File: config.mk
export PLATFORM = sky130hd
export DESIGN_NAME = rec_player
export DESIGN_NICKNAME = d
export VERILOG_FILES = /design/src/rtl/rec_player_pkg.sv /design/src/rtl/rec_player_light.sv /design/src/rtl/rec_player.sv
export SDC_FILE = /design/constraint.sdc
export NUM_CORES = 1
export LEC_CHECK = 0
export CAP_MARGIN = 20
export CORE_MARGIN = 2
export CORE_UTILIZATION = 46
export CTS_CLUSTER_DIAMETER = 120
export DETAILED_ROUTE_END_ITERATION = 8
export PLACE_DENSITY = 0.72
export SLEW_MARGIN = 15
export SYNTH_ARGS = -nofsm -noshare
export SYNTH_HDL_FRONTEND = slang
export SYNTH_SLANG_ARGS = --single-unit
File: constraint.sdc
create_clock -name clk -period 2 [get_ports clk]
set_input_delay 0.4 -clock clk [delete_from_list [all_inputs] [get_ports clk]]
set_output_delay 0.4 -clock clk [all_outputs]
set_load 0.05 [all_outputs]
File: src/rtl/rec_player_pkg.sv
`default_nettype none
// ============================================================================
// Module      : rec_player_pkg
// Description : Shared constants and helpers for the record player block.
//               Field widths of the record memory and Sound interface, the
//               record-memory entry layout and the playback-length clamp.
// Ports       : none (package)
// Config      : REC_PLAYER_LOOP_EN is consumed by rec_player, not here
// Revision    : 1.0 - initial release
// ============================================================================
package rec_player_pkg;

  localparam int OCTAVE_BITS   = 3;
  localparam int NOTE_BITS     = 4;
  localparam int LENGTH_BITS   = 3;
  localparam int NOTE_KEY_BITS = 7;
  localparam int REC_CNT_BITS  = 5;

  // Number of addressable record-memory entries.
  localparam int REC_DEPTH = 1 << REC_CNT_BITS;

  // One record-memory entry as presented on the read port.
  typedef struct packed {
    logic [OCTAVE_BITS-1:0] octave;
    logic [NOTE_BITS-1:0]   note;
    logic [LENGTH_BITS-1:0] length;
  } note_entry_t;

  // rec_len is one bit wider than the address so it can name a full memory;
  // anything beyond the memory depth is clamped so playback never wraps the
  // address and replays early entries.
  function automatic logic [REC_CNT_BITS:0] clamp_len(input logic [REC_CNT_BITS:0] len);
    logic [REC_CNT_BITS:0] depth;
    depth = (REC_CNT_BITS+1)'(REC_DEPTH);
    return (len > depth) ? depth : len;
  endfunction

endpackage : rec_player_pkg
`default_nettype wire

File: src/rtl/rec_player_light.sv
`default_nettype none
// ============================================================================
// Module      : rec_player_light
// Description : Light decoder. Maps a note code to a one-hot key LED
//               vector: note 1..NOTE_KEY_BITS lights key (note-1); note 0
//               (rest) and codes above the key count light nothing.
// Ports       : note [NOTE_BITS-1:0]     in  - note code
//               led  [NOTE_KEY_BITS-1:0] out - one-hot key LEDs
// Config      : none
// Revision    : 1.0 - initial release
// ============================================================================
module rec_player_light
  import rec_player_pkg::*;
(
  input  logic [NOTE_BITS-1:0]     note,
  output logic [NOTE_KEY_BITS-1:0] led
);

  for (genvar k = 0; k < NOTE_KEY_BITS; k++) begin : g_key
    assign led[k] = (note == NOTE_BITS'(k + 1));
  end

endmodule : rec_player_light
`default_nettype wire

File: src/rtl/rec_player.sv
`default_nettype none
// ============================================================================
// Module      : rec_player
// Description : Plays back a recorded note sequence. Each entry is fetched
//               from the record memory, handed to the Sound block, held until
//               Sound reports the note finished, then followed by a silent
//               gap of GAP_CYCLES clocks (frozen while pause is high).
// Ports       : clk, rst (async, active-high)
//               en, start (rising edge), pause (level)
//               rec_len [REC_CNT_BITS:0]        - recorded entry count
//               rd_en, rd_addr                  - record-memory read request
//               rd_octave, rd_note, rd_length   - read data, 1 cycle after rd_en
//               snd_en, snd_octave, snd_note, snd_length - Sound request
//               snd_over                        - Sound idle/finished
//               playing, done (1-cycle pulse), note_led (one-hot)
// Config      : REC_PLAYER_LOOP_EN - when defined, playback wraps to entry 0
//               after the last entry and runs until en=0 or rst.
// Revision    : 1.0 - initial release
// ============================================================================
module rec_player
  import rec_player_pkg::*;
#(
  parameter int GAP_CYCLES = 1000  // silent cycles between notes, >= 1
) (
  input  logic                     clk,
  input  logic                     rst,
  input  logic                     en,
  input  logic                     start,
  input  logic                     pause,
  input  logic [REC_CNT_BITS:0]    rec_len,
  output logic                     rd_en,
  output logic [REC_CNT_BITS-1:0]  rd_addr,
  input  logic [OCTAVE_BITS-1:0]   rd_octave,
  input  logic [NOTE_BITS-1:0]     rd_note,
  input  logic [LENGTH_BITS-1:0]   rd_length,
  output logic                     snd_en,
  output logic [OCTAVE_BITS-1:0]   snd_octave,
  output logic [NOTE_BITS-1:0]     snd_note,
  output logic [LENGTH_BITS-1:0]   snd_length,
  input  logic                     snd_over,
  output logic                     playing,
  output logic                     done,
  output logic [NOTE_KEY_BITS-1:0] note_led
);

  localparam int GAP_W = (GAP_CYCLES > 1) ? $clog2(GAP_CYCLES) : 1;
  localparam logic [GAP_W-1:0] GAP_LAST = GAP_W'(GAP_CYCLES - 1);

  typedef enum logic [2:0] {
    IDLE   = 3'd0,
    FETCH  = 3'd1,
    LOAD   = 3'd2,
    PLAY   = 3'd3,
    GAP    = 3'd4,
    FINISH = 3'd5
  } state_t;

  state_t                  state;
  logic                    start_q;
  logic [REC_CNT_BITS-1:0] index;
  logic [REC_CNT_BITS:0]   eff_len;
  logic [GAP_W-1:0]        gap_cnt;
  logic                    armed;

  logic                    start_rise;
  logic [REC_CNT_BITS:0]   last_full;
  logic [REC_CNT_BITS-1:0] last_idx;
  logic [NOTE_KEY_BITS-1:0] led_dec;
  note_entry_t             rd_entry;

  assign start_rise = start & ~start_q;
  // eff_len is at least 1 whenever the FSM is past IDLE, so no underflow.
  assign last_full  = eff_len - 1'b1;
  assign last_idx   = last_full[REC_CNT_BITS-1:0];
  assign rd_entry   = '{octave: rd_octave, note: rd_note, length: rd_length};

  rec_player_light u_light (
    .note (rd_entry.note),
    .led  (led_dec)
  );

  always_ff @(posedge clk or posedge rst) begin
    if (rst) begin
      state      <= IDLE;
      start_q    <= 1'b0;
      index      <= '0;
      eff_len    <= '0;
      gap_cnt    <= '0;
      armed      <= 1'b0;
      rd_en      <= 1'b0;
      rd_addr    <= '0;
      snd_en     <= 1'b0;
      snd_octave <= '0;
      snd_note   <= '0;
      snd_length <= '0;
      playing    <= 1'b0;
      done       <= 1'b0;
      note_led   <= '0;
    end else begin
      start_q <= start;

      if (!en) begin
        // Disable wins over everything, including a start edge this cycle.
        state    <= IDLE;
        rd_en    <= 1'b0;
        snd_en   <= 1'b0;
        note_led <= '0;
        done     <= 1'b0;
        playing  <= 1'b0;
        armed    <= 1'b0;
        gap_cnt  <= '0;
      end else begin
        rd_en <= 1'b0;
        done  <= 1'b0;

        case (state)
          IDLE: begin
            if (start_rise) begin
              playing <= 1'b1;
              if (rec_len != '0) begin
                index   <= '0;
                eff_len <= clamp_len(rec_len);
                rd_en   <= 1'b1;
                rd_addr <= '0;
                state   <= FETCH;
              end else begin
                done     <= 1'b1;
                note_led <= '0;
                state    <= FINISH;
              end
            end
          end

          // rd_en is high for exactly this one state cycle.
          FETCH: begin
            state <= LOAD;
          end

          LOAD: begin
            snd_octave <= rd_entry.octave;
            snd_note   <= rd_entry.note;
            snd_length <= rd_entry.length;
            note_led   <= led_dec;
            snd_en     <= 1'b1;
            armed      <= 1'b0;
            state      <= PLAY;
          end

          // Sound may still show idle (over=1) when the request goes out;
          // the note only ends after over has been seen low at least once.
          PLAY: begin
            if (!snd_over) begin
              armed <= 1'b1;
            end else if (armed) begin
              snd_en  <= 1'b0;
              armed   <= 1'b0;
              gap_cnt <= '0;
              state   <= GAP;
            end
          end

          GAP: begin
            if (!pause) begin
              if (gap_cnt == GAP_LAST) begin
                gap_cnt <= '0;
                if (index == last_idx) begin
`ifdef REC_PLAYER_LOOP_EN
                  // End of a pass: report it and start over at entry 0.
                  done    <= 1'b1;
                  index   <= '0;
                  rd_addr <= '0;
                  rd_en   <= 1'b1;
                  state   <= FETCH;
`else
                  done     <= 1'b1;
                  note_led <= '0;
                  state    <= FINISH;
`endif
                end else begin
                  index   <= index + 1'b1;
                  rd_addr <= index + 1'b1;
                  rd_en   <= 1'b1;
                  state   <= FETCH;
                end
              end else begin
                gap_cnt <= gap_cnt + GAP_W'(1);
              end
            end
          end

          // done is high during this state; it and playing fall together.
          FINISH: begin
            note_led <= '0;
            playing  <= 1'b0;
            state    <= IDLE;
          end

          default: begin
            snd_en   <= 1'b0;
            note_led <= '0;
            playing  <= 1'b0;
            state    <= IDLE;
          end
        endcase
      end
    end
  end

endmodule : rec_player
`default_nettype wire

* Word-level counts from Yosys, hierarchy flattened
Index checks and enable logic that the tools add are counted.
** Cells by class
- Bitwise logic cells :: 2
- Multiplexer cells :: 53
- Equality and inequality tests :: 31
- Add/sub/neg operators :: 3
- $lt $le $gt $ge :: 1
- Reductions and logical operators :: 14
** Operators by type and width (count)
- 2-to-1 mux 10 bit :: 5
- 2-to-1 mux 7 bit :: 6
- 2-to-1 mux 5 bit :: 6
- case mux 7 bit (4 select lines) :: 1
- 2-to-1 mux 3 bit :: 8
- != test 3 bit, second input constant :: 7
- case mux 10 bit (2 select lines) :: 1
- 2-to-1 mux 1 bit :: 19
- equality test 4 x 3 -> 1 bit, second input constant :: 4
- != test 2 bit, second input constant :: 8
- case mux 3 bit (5 select lines) :: 1
- adder 10 x 1 -> 10 bit, second input constant :: 1
- equality test 10 bit, second input constant :: 1
- case mux 5 bit (2 select lines) :: 1
- equality test 4 x 2 -> 1 bit, second input constant :: 2
- case mux 1 bit (2 select lines) :: 4
- AND reduction 4 bit :: 2
- OR reduction 4 bit :: 2
- AND reduction 7 bit :: 1
- equality test 3 x 2 -> 1 bit, second input constant :: 2
- equality test 3 bit, second input constant :: 2
- > comparator 6 bit, second input constant :: 1
- != test 3 x 1 -> 1 bit, second input constant :: 2
- AND reduction 6 bit :: 1
- other kinds (15) :: 16
** Word-level totals
- Logic and storage cells :: 118
- Bits of input ports :: 22
- Output and inout bits :: 26
- Register bits after elaboration :: 46

* Logic depth before layout (Yosys ltp)
- Depth after elaboration :: 7
- Gate-level depth with buffers :: 7
- Mapped depth without buffers :: 7

* Hierarchy
From an unflattened synthesis, not the netlist that was laid out.
** Second synthesis, totals
- Cells, all modules :: 220
- Area total of the unflattened synthesis :: 2302.2 um^2
** Modules (own cells, without submodules)
- rec_player :: seq. area each 1151.1 um^2, area an instance 2227.1 um^2, cells each 213, times used 1
- rec_player_light :: seq. area each 0.0 um^2, area an instance 75.1 um^2, cells each 7, times used 1

* Least setup slack after synthesis
Ideal clock, no wire load.
- Path kind :: flip-flop to flip-flop
- Start point :: reg index[2]
- End point :: reg index[0]
- Slack :: 0.093 ns
- Library setup time :: 0.121 ns
- Cell stages (with the launch flop) :: 6
- Path buffers :: 0
- Arrival time :: 1.786 ns
- Path through :: dfrtp_1 nand4bb_1 a211oi_2 o311ai_4 and3_1 o22a_1
** On the way
- Word-level cells in the longest chain between the ends :: 3
** Ends and longest elaborated chain
- from (decl) :: RTL line rec_player.sv:60 : logic [REC_CNT_BITS-1:0] index;
- from (signal assigned) :: RTL line rec_player.sv:180 : index <= index + 1'b1;
- equality test 5 bit :: RTL line rec_player.sv:166 : if (index == last_idx) begin
- != test 2 bit (no line)
- AND reduction 7 bit (no line)
Every way passes these cells.
A chain may end at the register's enable or synchronous reset.

* Worst setup path in the final report
- Start point :: reg eff_len[0]
- End point :: reg index[2]
** On the way
- Word-level cells in the longest chain between the ends :: 4
** Ends and longest elaborated chain
- from (decl) :: RTL line rec_player.sv:61 : logic [REC_CNT_BITS:0] eff_len;
- from (signal assigned) :: RTL line rec_player.sv:122 : eff_len <= clamp_len(rec_len);
- subtractor 5 x 1 -> 5 bit :: RTL line rec_player.sv:73 : assign last_full = eff_len - 1'b1;
- equality test 5 bit :: RTL line rec_player.sv:166
- != test 2 bit (no line)
- AND reduction 7 bit (no line)
Every way passes these cells.

==> metrics list <==
- Setup violations remaining at the end of the flow were counted as 0.
- Critical path fanouts, max: 8
- Core footprint: 5140 µm²
* Critical Path RT: 2.17 ns
- In the synthesized netlist the dominant register cell turns out to be sky130_fd_sc_hd__dfrtp_1.
* Number of DRC violations after detailed routing: 0
- The final-report max-slew violation count was 0.
- Kind of launch point of the worst setup path: register
- The synthesized netlist devotes 2.12% of its cell area to XOR and XNOR gates.
* Areal power density over the cells: 771 nW/µm²
* Count of cells along the worst hold path: 3
* Synthesized area: 2480 µm²
- After detailed routing, the average wire length per cell comes to 14.4 µm.
- VDD sags by at most 0.730 mV.
- Top cells by area in the synthesized netlist: sky130_fd_sc_hd__dfrtp_1, sky130_fd_sc_hd__mux2_1, sky130_fd_sc_hd__o21ai_1, sky130_fd_sc_hd__nand2_1, sky130_fd_sc_hd__nand3_1
- Total Negative Setup Slacks: 0 ns
- Summed over all nets, the half-perimeter wirelength after detailed placement is 4210 µm.
* Critical Path Sink: index[2]
* Fmax achieved: 0.512 GHz
- Setup repair after global routing could not meet its margin everywhere.
- Across all register-to-register paths, the minimum setup slack is 0.05 ns.
- Number of CTS-inserted buffers: 5
* Iteration count of the initial detailed-routing pass: 4
- Critical Path AT: 2.12 ns
- Initial drt markers: 189
- Pin placement for this block handled 48 I/O pins.
- In this run the remaining antenna-violating nets after routing total 0.
- Synthesis handed over a netlist of 238 instances.
- Clock Skew: 0.00448 ns
- Counting along the longest clock path gives a buffer depth of 2.
- Antenna violations before repair: 0
* Layout overhead on the synthesized area: 37.0%
* RR Endpoint: index[2]
- For this design the total switching power over the nets is 0.000937 W.
* Final weighted congestion in routability-driven placement: 0.823
- Summed over all cells, the static leakage comes to 1.46 nW.
* Aggregate routed wire length: 5640 µm
- Avg Inst Size Synth: 10.4 µm²
* Final Hold Fails: 0
* Register clock-pin slew on the reported worst setup and hold paths: 0.08 ns
- For this configuration, the core starts out at a cell density of 48.2%.
* Post-synthesis cell type with the largest combined area: sky130_fd_sc_hd__dfrtp_1
- Total power of the final layout: 0.00262 W
* Row count: 26
* Clk pwr share: 22.7%
- Of all flip-flops after synthesis, the portion carrying an async set or reset was 100%.
* Remaining Overflow, GRT: 0
- The share of the Yosys chip area taken by registers is 46.5%.
- In the finished design, the share of the clock period the worst path needs comes to 97.7%.
- Top cells by count, synth: sky130_fd_sc_hd__dfrtp_1, sky130_fd_sc_hd__nand2_1, sky130_fd_sc_hd__o21ai_1
- The number of nets in the synthesized netlist is 263.
* CTS tree: built
- Later-pin clock latency in the skew report: 0.30 ns
* Fraction of post-synthesis cell area in the top cell type by area: 46.5%
- Total internal power: 0.00168 W
- Rel. slew slack: 62.0%
* Main combinational cell family by area after synthesis: simple AND/OR/NAND/NOR gates
- Using the TritonRoute via totals, the vias-per-cell ratio works out to 5.48.
- Global Route Usage Sum: 20.5%
- Max-cap check violation count: 0
- Counting every sink on the clock net gives 46.
- The number of global-route vias before repair was 2,126.
- Port buffering added 47 buffers.
- Number of nets in the layout: 345
- sky130_fd_sc_hd__dfrtp_1 is the most common cell in the netlist.
- Number of warnings printed during yosys synthesis: 0
- X dimension of the die: 77.4 µm
* Register-to-Register Path Depth: 7
* Wire length of the first global-routing pass: 9950 µm
* Share of layout cells above drive strength 1: 22.4%
* Switching power as a share of total power: 35.8%
- Entering global routing, the biggest net connects 25 pins.
- Source of the critical timing path: eff_len[0]
- For the pin with the worst max-slew slack, the measured transition is 0.568 ns.
- Root Buffer: sky130_fd_sc_hd__clkbuf_8
- Total via count after detailed routing: 2,144
- The share of total power dissipated in sequential elements is 42.6%.
- Final period demand of the worst path: 1.95 ns
- Origin of the worst min-delay path: rec_len[2]
- Startpoint-to-endpoint class of the critical path: register to register
- Area enclosed by the die boundary: 5990 µm²
- Setup WS post-layout: 0.0463 ns
- The tightest min-delay check is of the input pin to register type.
- Summing the areas of all compound-gate instances in the mapped netlist gives 17.4% of the synthesized area.
* EDFF count, synth: 0
* Part of the power in combinational logic: 34.7%
* Simple-gate share of the synthesized area: 24.5%
- Outcome: completed
- H-tree levels: 2
- Count of antenna diodes in the layout: 0
* Post-placement setup slack: -0.294 ns
- Multiplexer share of the synthesized area: 5.35%
- The synthesized netlist devotes 1.52% of its cell area to adder and majority cells.
- R2r startpoint: eff_len[0]
- Measured along the y axis, the die boundary spans 77.4 µm.
* Post-synthesis register bit count: 46
- STA classifies the critical path endpoint as a register.
- In this run, distinct cell masters in the synthesized netlist total 58.
kinds of logic (layout without fill, tap and decap cells):
| kind of cell | count (synthesis) | in the layout |
|---|---|---|
| AOI/OAI and AO/OA | 57 | 57 |
| and+or+nand+nor | 98 | 98 |
| buffers and inverters | 16 | 99 |
| DFF | 46 | 46 |
| adders and majority gates | 3 | 3 |
| xor gates and xnor gates | 6 | 6 |
| muxes | 12 | 12 |
layout by cell type, fill, tap and decap left out, types with 7 or more instances in the layout:
master                            count
sky130_fd_sc_hd__dfrtp_1             46
sky130_fd_sc_hd__buf_4               40
sky130_fd_sc_hd__clkdlybuf4s50_1     38
sky130_fd_sc_hd__nand2_1             25
sky130_fd_sc_hd__o21ai_1             18
sky130_fd_sc_hd__nor2_1              11
sky130_fd_sc_hd__mux2_1               9
sky130_fd_sc_hd__nand3_1              9
sky130_fd_sc_hd__inv_1                7
sky130_fd_sc_hd__nand2b_1             7
sky130_fd_sc_hd__a21oi_1              7
flip-flops by register name (all words and copies together), names as in the netlist:
signal,flops
index,5
armed,1
start_q,1
snd_en,1
state,3
gap_cnt,10
eff_len,5
note_led,7
playing,1
snd_note,4
done,1
snd_length,3
rd_en,1
snd_octave,3
repair_timing:
item | in CTS | in global routing
endpoints found under the setup margin | 0 | 18
hold buffers | 0 | 0
buffers inserted | 0 | 1
resized for setup | 0 | 11
layer usage:
layer  part of all wire (%)  global-route usage [%]  wire, µm  up-vias
li1                       -                       -         -     1051
met1                     48                    29.4      2690     1040
met2                     47                    31.7      2640       48
met5                      0                       0         0        -
met3                    4.6                    4.53       258        5
met4                   0.90                    5.36        51        0
worst max-delay path, cell delays in order, from the launching register on:
cell                       delay [ns]
sky130_fd_sc_hd__dfrtp_1         0.35
sky130_fd_sc_hd__inv_1           0.06
sky130_fd_sc_hd__ha_1            0.30
sky130_fd_sc_hd__xnor2_1         0.13
sky130_fd_sc_hd__a211oi_2        0.23
sky130_fd_sc_hd__o311ai_4        0.24
sky130_fd_sc_hd__a31oi_2         0.39
sky130_fd_sc_hd__o22ai_1         0.12
worst min path at each step:
stage | endpoint | slack [ns]
2_1_floorplan | start_q | 0.43
3_3_place_gp | snd_en | 0.46
3_5_place_dp | snd_en | 0.47
4_1_cts | note_led[3] | 0.44
5_1_grt | eff_len[4] | 0.40
6_report | eff_len[2] | 0.41
power by group through the flow:
| stage | registers, W | logic, W | clock network, W |
|---|---|---|---|
| 6_report | 0.00111 | 0.000908 | 0.000595 |
| 5_1_grt | 0.00113 | 0.000965 | 0.000657 |
| 4_1_cts | 0.00112 | 0.000915 | 0.000606 |
| 3_5_place_dp | 0.00113 | 0.000910 | 0 |
| 3_3_place_gp | 0.00112 | 0.000901 | 0 |
| 2_1_floorplan | 0.00144 | 0.000258 | 0 |
stage by stage:
stage          cells  util [%]  hold slack (ns)  instance area, µm²
3_3_place_gp     382      63.2            0.461                3250
3_5_place_dp     382      63.2            0.469                3250
4_1_cts          390      64.9            0.439                3340
6_report         391      66.0            0.406                3390
5_1_grt          391      66.0            0.403                3390
2_1_floorplan    238         -            0.431                2480
layout make-up:
cell class | instances | area (µm²)
clock inverter | 1 | 5.00
clock buffer | 7 | 86.3
fill | 433 | 1750
inverter | 9 | 33.8
tap | 70 | 87.6
timing repair buffer | 82 | 731
sequential | 46 | 1150
multi-input combinational | 176 | 1300
(Power assumes the default switching activity.)
